[src/rtl/mem_read_arbiter_pkg.sv]
// Shared types and constants for the L1-to-bus read arbiter and the caches it serves.
package cpu_defs;

  typedef enum logic [1:0] {
    OWN_NONE,
    OWN_IC,
    OWN_DC
  } arb_owner_t;

  typedef enum logic [1:0] {
    IDLE,
    ADDR,
    DATA,
    DRAIN
  } mem_arb_state_t;

  // Words per cache line; also the refill burst length.
  localparam int LINE_WORDS = 4;

endpackage

[src/rtl/mem_read_arbiter_if.sv]
// Cache-side request/response ports and bus-side read channel of the arbiter.
// The master modport is the arbiter's view; slave is the view of the caches and bus.
interface mem_read_arbiter_if;
  logic        ic_req;
  logic [31:0] ic_addr;
  logic        ic_cancel;
  logic        ic_gnt;
  logic        ic_rvalid;
  logic [31:0] ic_rdata;
  logic        ic_rlast;

  logic        dc_req;
  logic [31:0] dc_addr;
  logic        dc_single;
  logic        dc_gnt;
  logic        dc_rvalid;
  logic [31:0] dc_rdata;
  logic        dc_rlast;

  logic        mem_arvalid;
  logic [31:0] mem_araddr;
  logic [7:0]  mem_arlen;
  logic        mem_arready;
  logic        mem_rvalid;
  logic [31:0] mem_rdata;
  logic        mem_rlast;
  logic        mem_rready;

  modport master (
    input  ic_req, ic_addr, ic_cancel,
    output ic_gnt, ic_rvalid, ic_rdata, ic_rlast,
    input  dc_req, dc_addr, dc_single,
    output dc_gnt, dc_rvalid, dc_rdata, dc_rlast,
    output mem_arvalid, mem_araddr, mem_arlen, mem_rready,
    input  mem_arready, mem_rvalid, mem_rdata, mem_rlast
  );

  modport slave (
    output ic_req, ic_addr, ic_cancel,
    input  ic_gnt, ic_rvalid, ic_rdata, ic_rlast,
    output dc_req, dc_addr, dc_single,
    input  dc_gnt, dc_rvalid, dc_rdata, dc_rlast,
    input  mem_arvalid, mem_araddr, mem_arlen, mem_rready,
    output mem_arready, mem_rvalid, mem_rdata, mem_rlast
  );
endinterface

[src/rtl/mem_read_arbiter.sv]
// Shares one external read-burst channel between icache refills and dcache reads,
// one transaction at a time, draining icache bursts abandoned on a pipeline flush.
module mem_read_arbiter
  import cpu_defs::*;
#(
    parameter int LINE_WORDS = cpu_defs::LINE_WORDS,
    parameter int STARVE_LIM = 8
) (
    input logic clk,
    input logic rst_n,
    mem_read_arbiter_if.master io
);

    localparam int          CNT_W     = $clog2(STARVE_LIM + 1);
    localparam logic [31:0] LINE_MASK = ~(32'(LINE_WORDS * 4) - 32'd1);
    localparam logic [7:0]  LINE_LEN  = 8'(LINE_WORDS - 1);

    mem_arb_state_t   state, state_d;
    arb_owner_t       owner, owner_d, pick;
    logic [31:0]      addr_q, addr_d, pick_addr;
    logic [7:0]       len_q, len_d, pick_len;
    logic [CNT_W-1:0] starve_cnt, starve_d;
    logic             ic_live, ic_starved, ic_cut, beat_last;

    // A cancelled icache request is invisible to arbitration in the same cycle.
    assign ic_live    = io.ic_req & ~io.ic_cancel;
    assign ic_starved = ic_live && (starve_cnt >= CNT_W'(STARVE_LIM));
    assign ic_cut     = io.ic_cancel && (owner == OWN_IC);
    assign beat_last  = io.mem_rvalid & io.mem_rlast;

    always_comb begin
        pick      = OWN_NONE;
        pick_addr = '0;
        pick_len  = '0;
        if (io.dc_req && !ic_starved) begin
            pick      = OWN_DC;
            pick_addr = io.dc_single ? {io.dc_addr[31:2], 2'b00} : (io.dc_addr & LINE_MASK);
            pick_len  = io.dc_single ? 8'd0 : LINE_LEN;
        end else if (ic_live) begin
            pick      = OWN_IC;
            pick_addr = io.ic_addr & LINE_MASK;
            pick_len  = LINE_LEN;
        end
    end

    // NOTE: every signal driven here gets a default first so no path leaves it unassigned and infers a latch.
    always_comb begin
        state_d        = state;
        owner_d        = owner;
        addr_d         = addr_q;
        len_d          = len_q;
        io.ic_gnt      = 1'b0;
        io.ic_rvalid   = 1'b0;
        io.ic_rdata    = '0;
        io.ic_rlast    = 1'b0;
        io.dc_gnt      = 1'b0;
        io.dc_rvalid   = 1'b0;
        io.dc_rdata    = '0;
        io.dc_rlast    = 1'b0;
        io.mem_arvalid = 1'b0;
        io.mem_araddr  = '0;
        io.mem_arlen   = '0;
        io.mem_rready  = 1'b0;

        unique case (state)
            IDLE: begin
                if (pick != OWN_NONE) begin
                    owner_d = pick;
                    addr_d  = pick_addr;
                    len_d   = pick_len;
                    state_d = ADDR;
                end
            end
            ADDR: begin
                // The address cannot be withdrawn once presented; a cancel only orphans the burst.
                io.mem_arvalid = 1'b1;
                io.mem_araddr  = addr_q;
                io.mem_arlen   = len_q;
                if (ic_cut) owner_d = OWN_NONE;
                if (io.mem_arready) begin
                    io.ic_gnt = (owner == OWN_IC) && !io.ic_cancel;
                    io.dc_gnt = (owner == OWN_DC);
                    state_d   = ((owner == OWN_NONE) || ic_cut) ? DRAIN : DATA;
                end
            end
            DATA: begin
                io.mem_rready = 1'b1;
                if (owner == OWN_IC && !io.ic_cancel) begin
                    io.ic_rvalid = io.mem_rvalid;
                    io.ic_rdata  = io.mem_rdata;
                    io.ic_rlast  = beat_last;
                end
                if (owner == OWN_DC) begin
                    io.dc_rvalid = io.mem_rvalid;
                    io.dc_rdata  = io.mem_rdata;
                    io.dc_rlast  = beat_last;
                end
                if (beat_last) begin
                    state_d = IDLE;
                    owner_d = OWN_NONE;
                end else if (ic_cut) begin
                    state_d = DRAIN;
                    owner_d = OWN_NONE;
                end
            end
            DRAIN: begin
                io.mem_rready = 1'b1;
                if (beat_last) begin
                    state_d = IDLE;
                    owner_d = OWN_NONE;
                end
            end
            default: state_d = IDLE;
        endcase
    end

    always_comb begin
        starve_d = starve_cnt;
        if (io.ic_gnt || io.ic_cancel) starve_d = '0;
        else if (io.ic_req && (starve_cnt < CNT_W'(STARVE_LIM))) starve_d = starve_cnt + 1'b1;
    end

    // NOTE: state registers use non-blocking assignments so all of them update from pre-edge values.
    always_ff @(posedge clk or negedge rst_n) begin
        if (!rst_n) begin
            state      <= IDLE;
            owner      <= OWN_NONE;
            addr_q     <= '0;
            len_q      <= '0;
            starve_cnt <= '0;
        end else begin
            state      <= state_d;
            owner      <= owner_d;
            addr_q     <= addr_d;
            len_q      <= len_d;
            starve_cnt <= starve_d;
        end
    end

endmodule
[src/flat_wrapper.sv]
// flat-port wrapper written by rule: the top's interface ports become plain ports
module mem_read_arbiter_flat import cpu_defs::*;
#(
    parameter int LINE_WORDS = cpu_defs::LINE_WORDS,
    parameter int STARVE_LIM = 8
)
  (clk, rst_n, io_ic_req, io_ic_addr, io_ic_cancel, io_ic_gnt, io_ic_rvalid, io_ic_rdata, io_ic_rlast, io_dc_req, io_dc_addr, io_dc_single, io_dc_gnt, io_dc_rvalid, io_dc_rdata, io_dc_rlast, io_mem_arvalid, io_mem_araddr, io_mem_arlen, io_mem_rready, io_mem_arready, io_mem_rvalid, io_mem_rdata, io_mem_rlast);
  mem_read_arbiter_if io_i ();
  input logic clk;
  input logic rst_n;
  input wire logic [$bits(io_i.ic_req)-1:0] io_ic_req;
  input wire logic [$bits(io_i.ic_addr)-1:0] io_ic_addr;
  input wire logic [$bits(io_i.ic_cancel)-1:0] io_ic_cancel;
  output wire logic [$bits(io_i.ic_gnt)-1:0] io_ic_gnt;
  output wire logic [$bits(io_i.ic_rvalid)-1:0] io_ic_rvalid;
  output wire logic [$bits(io_i.ic_rdata)-1:0] io_ic_rdata;
  output wire logic [$bits(io_i.ic_rlast)-1:0] io_ic_rlast;
  input wire logic [$bits(io_i.dc_req)-1:0] io_dc_req;
  input wire logic [$bits(io_i.dc_addr)-1:0] io_dc_addr;
  input wire logic [$bits(io_i.dc_single)-1:0] io_dc_single;
  output wire logic [$bits(io_i.dc_gnt)-1:0] io_dc_gnt;
  output wire logic [$bits(io_i.dc_rvalid)-1:0] io_dc_rvalid;
  output wire logic [$bits(io_i.dc_rdata)-1:0] io_dc_rdata;
  output wire logic [$bits(io_i.dc_rlast)-1:0] io_dc_rlast;
  output wire logic [$bits(io_i.mem_arvalid)-1:0] io_mem_arvalid;
  output wire logic [$bits(io_i.mem_araddr)-1:0] io_mem_araddr;
  output wire logic [$bits(io_i.mem_arlen)-1:0] io_mem_arlen;
  output wire logic [$bits(io_i.mem_rready)-1:0] io_mem_rready;
  input wire logic [$bits(io_i.mem_arready)-1:0] io_mem_arready;
  input wire logic [$bits(io_i.mem_rvalid)-1:0] io_mem_rvalid;
  input wire logic [$bits(io_i.mem_rdata)-1:0] io_mem_rdata;
  input wire logic [$bits(io_i.mem_rlast)-1:0] io_mem_rlast;
  assign io_i.ic_req = io_ic_req;
  assign io_i.ic_addr = io_ic_addr;
  assign io_i.ic_cancel = io_ic_cancel;
  assign io_ic_gnt = io_i.ic_gnt;
  assign io_ic_rvalid = io_i.ic_rvalid;
  assign io_ic_rdata = io_i.ic_rdata;
  assign io_ic_rlast = io_i.ic_rlast;
  assign io_i.dc_req = io_dc_req;
  assign io_i.dc_addr = io_dc_addr;
  assign io_i.dc_single = io_dc_single;
  assign io_dc_gnt = io_i.dc_gnt;
  assign io_dc_rvalid = io_i.dc_rvalid;
  assign io_dc_rdata = io_i.dc_rdata;
  assign io_dc_rlast = io_i.dc_rlast;
  assign io_mem_arvalid = io_i.mem_arvalid;
  assign io_mem_araddr = io_i.mem_araddr;
  assign io_mem_arlen = io_i.mem_arlen;
  assign io_mem_rready = io_i.mem_rready;
  assign io_i.mem_arready = io_mem_arready;
  assign io_i.mem_rvalid = io_mem_rvalid;
  assign io_i.mem_rdata = io_mem_rdata;
  assign io_i.mem_rlast = io_mem_rlast;
  mem_read_arbiter #(.LINE_WORDS(LINE_WORDS), .STARVE_LIM(STARVE_LIM)) u_core (.clk(clk), .rst_n(rst_n), .io(io_i));
endmodule
[config.mk]
export PLATFORM = sky130hd
export DESIGN_NAME = mem_read_arbiter_flat
export DESIGN_NICKNAME = d
export VERILOG_FILES = /design/src/rtl/mem_read_arbiter_pkg.sv /design/src/rtl/mem_read_arbiter_if.sv /design/src/rtl/mem_read_arbiter.sv /design/src/flat_wrapper.sv
export SDC_FILE = /design/constraint.sdc
export NUM_CORES = 1
export LEC_CHECK = 0
export CORE_MARGIN = 8
export CORE_UTILIZATION = 32
export DETAILED_ROUTE_END_ITERATION = 12
export HOLD_SLACK_MARGIN = 0.02
export PLACE_DENSITY = 0.81
export SYNTH_ARGS = -nofsm -noshare
export SYNTH_HDL_FRONTEND = slang
export SYNTH_SLANG_ARGS = --single-unit
export TNS_END_PERCENT = 1
[constraint.sdc]
create_clock -name clk -period 1.9 [get_ports clk]
set_clock_uncertainty 0.1 [all_clocks]
set_input_delay 0.19 -clock clk [delete_from_list [all_inputs] [get_ports clk]]
set_output_delay 0.19 -clock clk [all_outputs]
set_load 0.02 [all_outputs]
# After elaboration in Yosys (flattened, before gate mapping)
# Cells that the tools add are included.
[totals]
ff_bits = 48
inputBits = 105
wordCells = 78
[classes]
bitwise = 3
muxes = 41
n_lt_le_gt_ge = 2
add_sub_neg = 1
n_reduce_logical = 17
n_eq_ne = 9
[op_table]
columns = ["op", "n"]
rows = [
  ["two-way mux 32 bit", 7],
  ["two-way mux 2 bit", 11],
  ["two-way mux 1 bit", 16],
  ["two-way mux 8 bit", 2],
  ["case mux 2 bit (4 select lines)", 2],
  ["two-way mux 4 bit", 3],
  ["== test 2 bit, second input constant", 3],
  ["logical AND 1 bit", 5],
  ["adder 4 x 1 -> 4 bit, second input constant", 1],
  ["== test 2 x 1 -> 1 bit, second input constant", 2],
  ["greater-or-equal comparator 4 bit, second input constant", 1],
  ["logical NOT 2 bit", 2],
  ["less-than comparator 4 bit, second input constant", 1],
  ["inequality test 2 x 1 -> 1 bit, second input constant", 2],
  ["AND reduction 2 bit", 2],
  ["AND reduction 4 bit", 1],
  ["nonzero test 2 bit", 2],
  ["inequality test 3 x 1 -> 1 bit, second input constant", 1],
  ["AND 1 bit", 2],
  ["logical NOT 1 bit", 2],
  ["logical OR 1 bit", 2],
  ["inequality test 2 bit, second input constant", 1],
  ["OR reduction 2 bit", 1],
  ["inverter 1 bit", 1],
]

# Longest topological paths before layout
[depth]
ltp_word = 9
mapped_depth = 6

# Worst setup path after synthesis
# Ideal clock, no wire load.
[synth_path]
path_type = "register to output"
startpoint = "reg u_core.state[0]"
endpoint = "out io_mem_arlen[1]"
path_slack_ps = -7
stages_incl_launch_ff = 6
required_ps = 1610
path_buffers = 3
t_arrival_ps = 1617
path_cell_list = "dfrtp_1 -> buf_2 -> nor2b_1 -> clkbuf_1 -> and2_1 -> buf_4"
[synth_via]
elab_chain_cells = 2
[synth_lines]
columns = ["item", "line_no", "source"]
rows = [
  ["start: declaration", "mem_read_arbiter.sv:18", "mem_arb_state_t state, state_d;"],
  ["start signal: assignment", "mem_read_arbiter.sv:132", "state <= state_d;"],
  ["== test 2 x 1 -> 1 bit", "mem_read_arbiter.sv:65", "unique case (state)"],
  ["two-way mux 8 bit", "mem_read_arbiter.sv:65", ""],
  ["end: declaration", "flat_wrapper.sv:27", "output wire logic [$bits(io_i.mem_arlen)-1:0] io_mem_arlen;"],
]
# No other way between the ends.

# Worst setup path after layout
[layout_path]
startpoint = "reg u_core.state[0]"
endpoint = "out io_ic_rdata[11]"
[layout_via]
elab_chain_cells = 2
[layout_lines]
columns = ["item", "line_no", "source"]
rows = [
  ["== test 2 bit", "mem_read_arbiter.sv:65", ""],
  ["two-way mux 32 bit", "mem_read_arbiter.sv:65", ""],
  ["end: declaration", "flat_wrapper.sv:16", "output wire logic [$bits(io_i.ic_rdata)-1:0] io_ic_rdata;"],
]
# No other way between the ends.

==> impl_metrics.ini <==
[cts]
clockBufferDepth = 2
cts.clk_slew.worst_paths_ns = 0.08
cts_buffers = 5
cts.sinks = 39
clock-root-buffer = clkbuf_8
clk_latency_ns = 0.28
cts_tree = yes
htreeDepth = 2

[floorplanning]
rows = 32
io_pins = 217
fp.dieArea_um2 = 10900
initial_core_util_pct = 32.8
core_um2 = 7650
die_h_um = 105
fp.dieW_um = 105

[setup_path]
crit_path_start = u_core.state[0]$_DFFE_PN0P_
arrival_ns = 1.68
end_kind = output port
r2r_end = u_core.addr_q[7]$_DFFE_PN0P_
r2r_start = u_core.state[1]$_DFFE_PN0P_
crit_required_ns = 1.61
crit_fanout = 8
crit_type = reg2out
startpoint_type = register
r2r_setup_slack_ns = 0.17
r2r_cells = 6

[yosys]
synth_cells = 283
synth_warnings = 0
yosysSeqAreaShare_pct = 38.9
async_flop_share_pct = 100
synth_flop_cell = dfrtp_1
syn_area_um2 = 2510
avgSynthCellArea_um2 = 8.86
ys_ff_latch = 39
synth_edf_count = 0
ys_types = 32

[placed_design]
gp_congestion = 0.825
hpwl_um = 9090
port_buffers = 202
placed_area_um2 = 4810

[sta]
period_share_pct = 104
fmax_mhz = 507
finalSetupViolCount = 17
worst_slack_ns = -0.0711
drv_slew = 0
whs_ns = 0.395
final_hold_viol_count = 0
period_minus_slack_ns = 1.97
worst_pin_slew_ns = 0.539
rsz0062_at_grt = true
maxSlewHeadroom_pct = 63.7

[finish]
drive_above_1_share_pct = 38.7
final_cell_mix = 98 x clkdlybuf4s50_1, 63 x buf_6, 54 x and2_1, 43 x and2_4, 38 x dfrtp_1
diodes = 0
fillerInstances = 637
fin_util_pct = 66.3
finalNetCount = 611
final_common_cell = clkdlybuf4s50_1
synthToLayoutAreaGrowth_pct = 102
stdcell_area_um2 = 5070

[global_route]
track_usage_pct = 20.0
antenna_found_initial = 0
grt_pass1_wl_um = 17500
grt_pass1_vias = 3203
grt_max_degree = 40
grt_overflow = 0

[drt]
drc = 0
first_pass_iters = 5
ant_nets = 0
vias = 2998
vias_per_cell = 4.95
wire_per_inst_um = 20.0
wirelength_um = 12100
drt_iter0_drc = 235

[run_status]
violations = negative setup slack
status = finished with violations

[power]
powerDensity_nw_per_um2 = 1030
power.leakage_nw = 2.47
p_total_mw = 5.23
ir_drop_v = 0.000399

[flow_run]
drv_cap = 0

[worst_hold_path]
hold_class = in2async
-- critical path, cell delays in order (launching register included) --
cell,delay [ns]
dfrtp_1,0.41
nand2b_4,0.17
nor3_4,0.16
buf_6,0.15
buf_6,0.11
clkbuf_16,0.14
and2_1,0.14
buf_6,0.12
-- report_power, final --
part	total (mW)	internal [mW]	leakage (nW)	switching (mW)
Sequential	1.39	1.19	0.487	0.196
Combinational	3.17	1.54	1.93	1.63
Clock	0.670	0.385	0.0513	0.285
Total	5.23	3.12	2.47	2.11
-- cells in the mapped netlist, types with 2 or more instances --
cell      instances  area (um^2)
and2_1           97          607
dfrtp_1          39          976
inv_1            34          128
a222oi_1         26          260
buf_4            10         75.1
clkbuf_1         10         37.5
a21oi_1           9         45.0
buf_2             8         40.0
nand2_1           7         26.3
nor2_1            7         26.3
nand2b_1          5         31.3
nor2b_1           3         18.8
nor3_1            3         15.0
a221oi_1          2         17.5
a32o_1            2         20.0
ha_1              2         25.0
nand3_1           2         10.0
o21ai_0           2         10.0
o21ai_1           2         10.0
-- registers in the layout, indices dropped and copies added, names as in the netlist --
signal and cells:
u_core.owner 2, u_core.len_q 1, u_core.starve_cnt 4, u_core.addr_q 30
u_core.state 2
-- logic make-up (layout without fill, tap and decap cells) --
group | after synthesis | count (layout) | synth area share [%]
XOR/XNOR | 2 | 2 | 0.699
adder cells (fa/ha/maj) | 2 | 2 | 0.998
AO/OA/AOI/OAI | 50 | 50 | 17.8
flip-flops | 39 | 39 | 38.9
AND/OR/NAND/NOR | 126 | 126 | 29.8
buffers and inverters | 63 | 277 | 11.6
other | 1 | 8 | 0.150
-- worst max path at each step --
stage	end
after detailed placement	io_ic_rdata[7]
final	io_ic_rdata[11]
after global routing	io_ic_rdata[18]
after global placement	io_ic_rdata[13]
after floorplan	io_ic_rdata[10]
after CTS	io_ic_rdata[13]
-- timing repair --
action,CTS,global route
hold buffers,1,0
gates cloned,0,4
resized for setup,283,278
setup buffers,0,3
pin swaps,0,10
hold endpoints to repair,39,0
setup endpoints to repair,103,102
-- layout make-up --
cell class / count / area [um^2] / share of cell area [%]
timing repair buffer: 236 / 2290 / 45.3
multi-input combinational: 188 / 1440 / 28.4
sequential: 39 / 977 / 19.3
inverter: 34 / 128 / 2.52
tap: 102 / 128 / 2.52
clock buffer: 6 / 72.6 / 1.43
clock inverter: 1 / 30.0 / 0.592
-- metal layers --
metal	wire, um	up-vias	GRT usage, %
li1	-	1376	-
met1	4220	1440	19.7
met2	6260	172	36.2
met3	1540	10	9.98
met4	123	0	5.38
met5	0	-	0
-- per-stage QoR --
stage	setup slack, ns	setup TNS, ns	instances
after floorplan	0.125	0	290
after global placement	-0.238	-14.40	591
after detailed placement	-0.281	-16.40	591
after CTS	-0.148	-2.91	599
after global routing	-0.134	-3.96	606
final	-0.0711	-0.952	606
Note: power is estimated with default switching activity, not from simulation.
==> RTL change, RTL diff (same settings) <==
The 4 states of `mem_arb_state_t` get a one-hot encoding in 4 bits.
--- a/src/rtl/mem_read_arbiter_pkg.sv
+++ b/src/rtl/mem_read_arbiter_pkg.sv
@@ -8,9 +8,9 @@
   } arb_owner_t;
 
-  typedef enum logic [1:0] {
-    IDLE,
-    ADDR,
-    DATA,
-    DRAIN
+  typedef enum logic [3:0] {
+    IDLE  = 4'b0001,
+    ADDR  = 4'b0010,
+    DATA  = 4'b0100,
+    DRAIN = 4'b1000
   } mem_arb_state_t;
 
Check against the original RTL: no difference found for any inputs over 10 cycles, from zero or initial values and one cycle with rst_n low; not proved beyond that.
==> RTL change against the unedited design <==
- the flow still finishes with violations (negative setup slack)
- synthesized area rose by 19%
- critical path type unchanged
- worst setup slack got worse by 0.11 ns
- critical endpoint is now io_dc_rdata[0]
- power rose by 3.5%
- routed wire length rose by 1.7%
- non-clock buffer count rose by 14
- design area rose by 17%
- sequential cell count rose by 2
- highest routed layer is now met5
- sequential power rose by 7%
==> RTL change: results <==
group,metric,value,unit
place,place_congestion,0.840,
finish,largestRegisters,"u_core.addr_q x30, u_core.starve_cnt x4, u_core.state x4",
logic_synthesis,yosysUniqueCellTypes,46,
finish,final_layout_size_suffix_gt1_frac,0.444,
routing,wl_per_cell,18.2,um
power,cellLeakagePower,2.66,nW
place,dp_hpwl,9.98,mm
global_route,antenna_found_initial,1,
global_route,grt_max_degree,35,
global_route,grt_pass1_wl,18.3,mm
logic_synthesis,yosys-top-cells-area,"dfrtp_1 34%, and2_1 21%, a221oi_2 12%, nor2_1 8.3%, buf_4 3.8%",
global_route,use_met2,0.349,
finish,antenna_cells,0,
timing,setup_viol,115,
clock_network,cts.clk_slew.worst_paths,0.09,ns
timing,worst_pin_slew,0.510,ns
finish,fin_nets,674,
clock_network,cts-root-buf,"clkbuf_8",
routing,first_pass_iters,4,
logic_synthesis,ys_seq_area_frac,0.345,
global_route,met1_usage,0.192,
logic_synthesis,yosys-top-cells-count,"98 x and2_1, 66 x nor2_1, 40 x dfrtp_1",
critical_path,cp.arrival,1.79,ns
global_route,grt_use_total,0.184,
critical_path,critPathMaxFanout,8,
timing,finalSetupTns,-10.63,ns
logic_synthesis,synth_ff_type,"dfrtp_1",
critical_path,worst_path_max_delay_cell,"dfrtp_1",
place,dp_slack,-0.273,ns
routing,vias,3285,
power,vdd_drop_max,0.680,mV
power,power.internal,0.00334,W
run_status,violations,"negative setup slack",
global_route,grtUsageMet3,0.0590,
run_status,outcome,"finished with violations",
timing,setup_ws,-0.185,ns
finish,largest_reg_flops,30,
logic_synthesis,synth_warnings,0,
logic_synthesis,async_reset_ff_frac,1.00,
routing,drt-initial-drc-count,136,
-- RTL change: layout make-up --
cell class | instances | area [um^2]
inverter | 6 | 22.5
clock inverter | 2 | 38.8
multi-input combinational | 263 | 1990
clock buffer | 6 | 72.6
fill | 723 | 3210
sequential | 41 | 1030
timing repair buffer | 250 | 2650
tap | 111 | 139
-- RTL change: worst paths after layout --
kind,from,to,slack (ns),cells past startpoint
setup / recovery,u_core.state[3]$_DFFE_PN0P_,io_dc_rdata[0],-0.18,7
hold / removal,rst_n,u_core.addr_q[26]$_DFFE_PN0P_,0.28,2
max in group asynchronous,rst_n,u_core.addr_q[11]$_DFFE_PN0P_,0.76,3
hold reg to reg,u_core.addr_q[3]$_DFFE_PN0P_,u_core.addr_q[3]$_DFFE_PN0P_,0.39,2
setup reg to reg,u_core.state[3]$_DFFE_PN0P_,u_core.len_q[0]$_DFFE_PN0P_,-0.09,8
min in group clk,io_dc_addr[2],u_core.addr_q[2]$_DFFE_PN0P_,0.37,3
-- RTL change: power by group through the flow --
stage               sequential (W)  clock, W  combinational, W
floorplan                  0.00145         0           0.00167
global placement           0.00148         0           0.00278
detailed placement         0.00150         0           0.00285
CTS                        0.00148  0.000739           0.00286
global route               0.00155  0.000773           0.00350
finish                     0.00149  0.000716           0.00321
-- RTL change: critical path: cells and delay by family (launching register included) --
family        cells  cell delay (ns)
simple gates      4             0.70
flops             1             0.42
buf+inv           3             0.38
-- RTL change: kinds of logic after synthesis --
| logic type | share of synthesized area |
|---|---|
| AOI/OAI and AO/OA | 0.187 |
| DFF | 0.345 |
| other | 0.00126 |
| adders and majority gates | 0.00839 |
| xor gates and xnor gates | 0.00881 |
| muxes | 0.00336 |
| buffers and inverters | 0.0801 |
| and+or+nand+nor | 0.367 |
-- RTL change: per-stage QoR --
stage	instances	power, W	instance area, um^2
after floorplan	343	0.00312	3010
after global placement	661	0.00426	5350
after detailed placement	661	0.00435	5350
after CTS	671	0.00508	5540
after global routing	679	0.00582	5940
final	679	0.00542	5940
-- RTL change: routing by layer --
layer | wire (um) | vias to the layer above
li1 | - | 1579
met1 | 4570 | 1541
met2 | 6540 | 151
met3 | 1040 | 12
met4 | 190 | 2
met5 | 13 | -
-- RTL change: timing repair --
| item | 4_1_cts | 5_1_grt |
|---|---|---|
| endpoints found under the setup margin | 129 | 138 |
| hold buffers | 1 | 0 |
| cloned | 0 | 3 |
| hold endpoints to repair | 21 | 0 |
| pin swaps | 1 | 51 |
| gates resized for setup | 562 | 118 |
| buffers inserted | 1 | 5 |
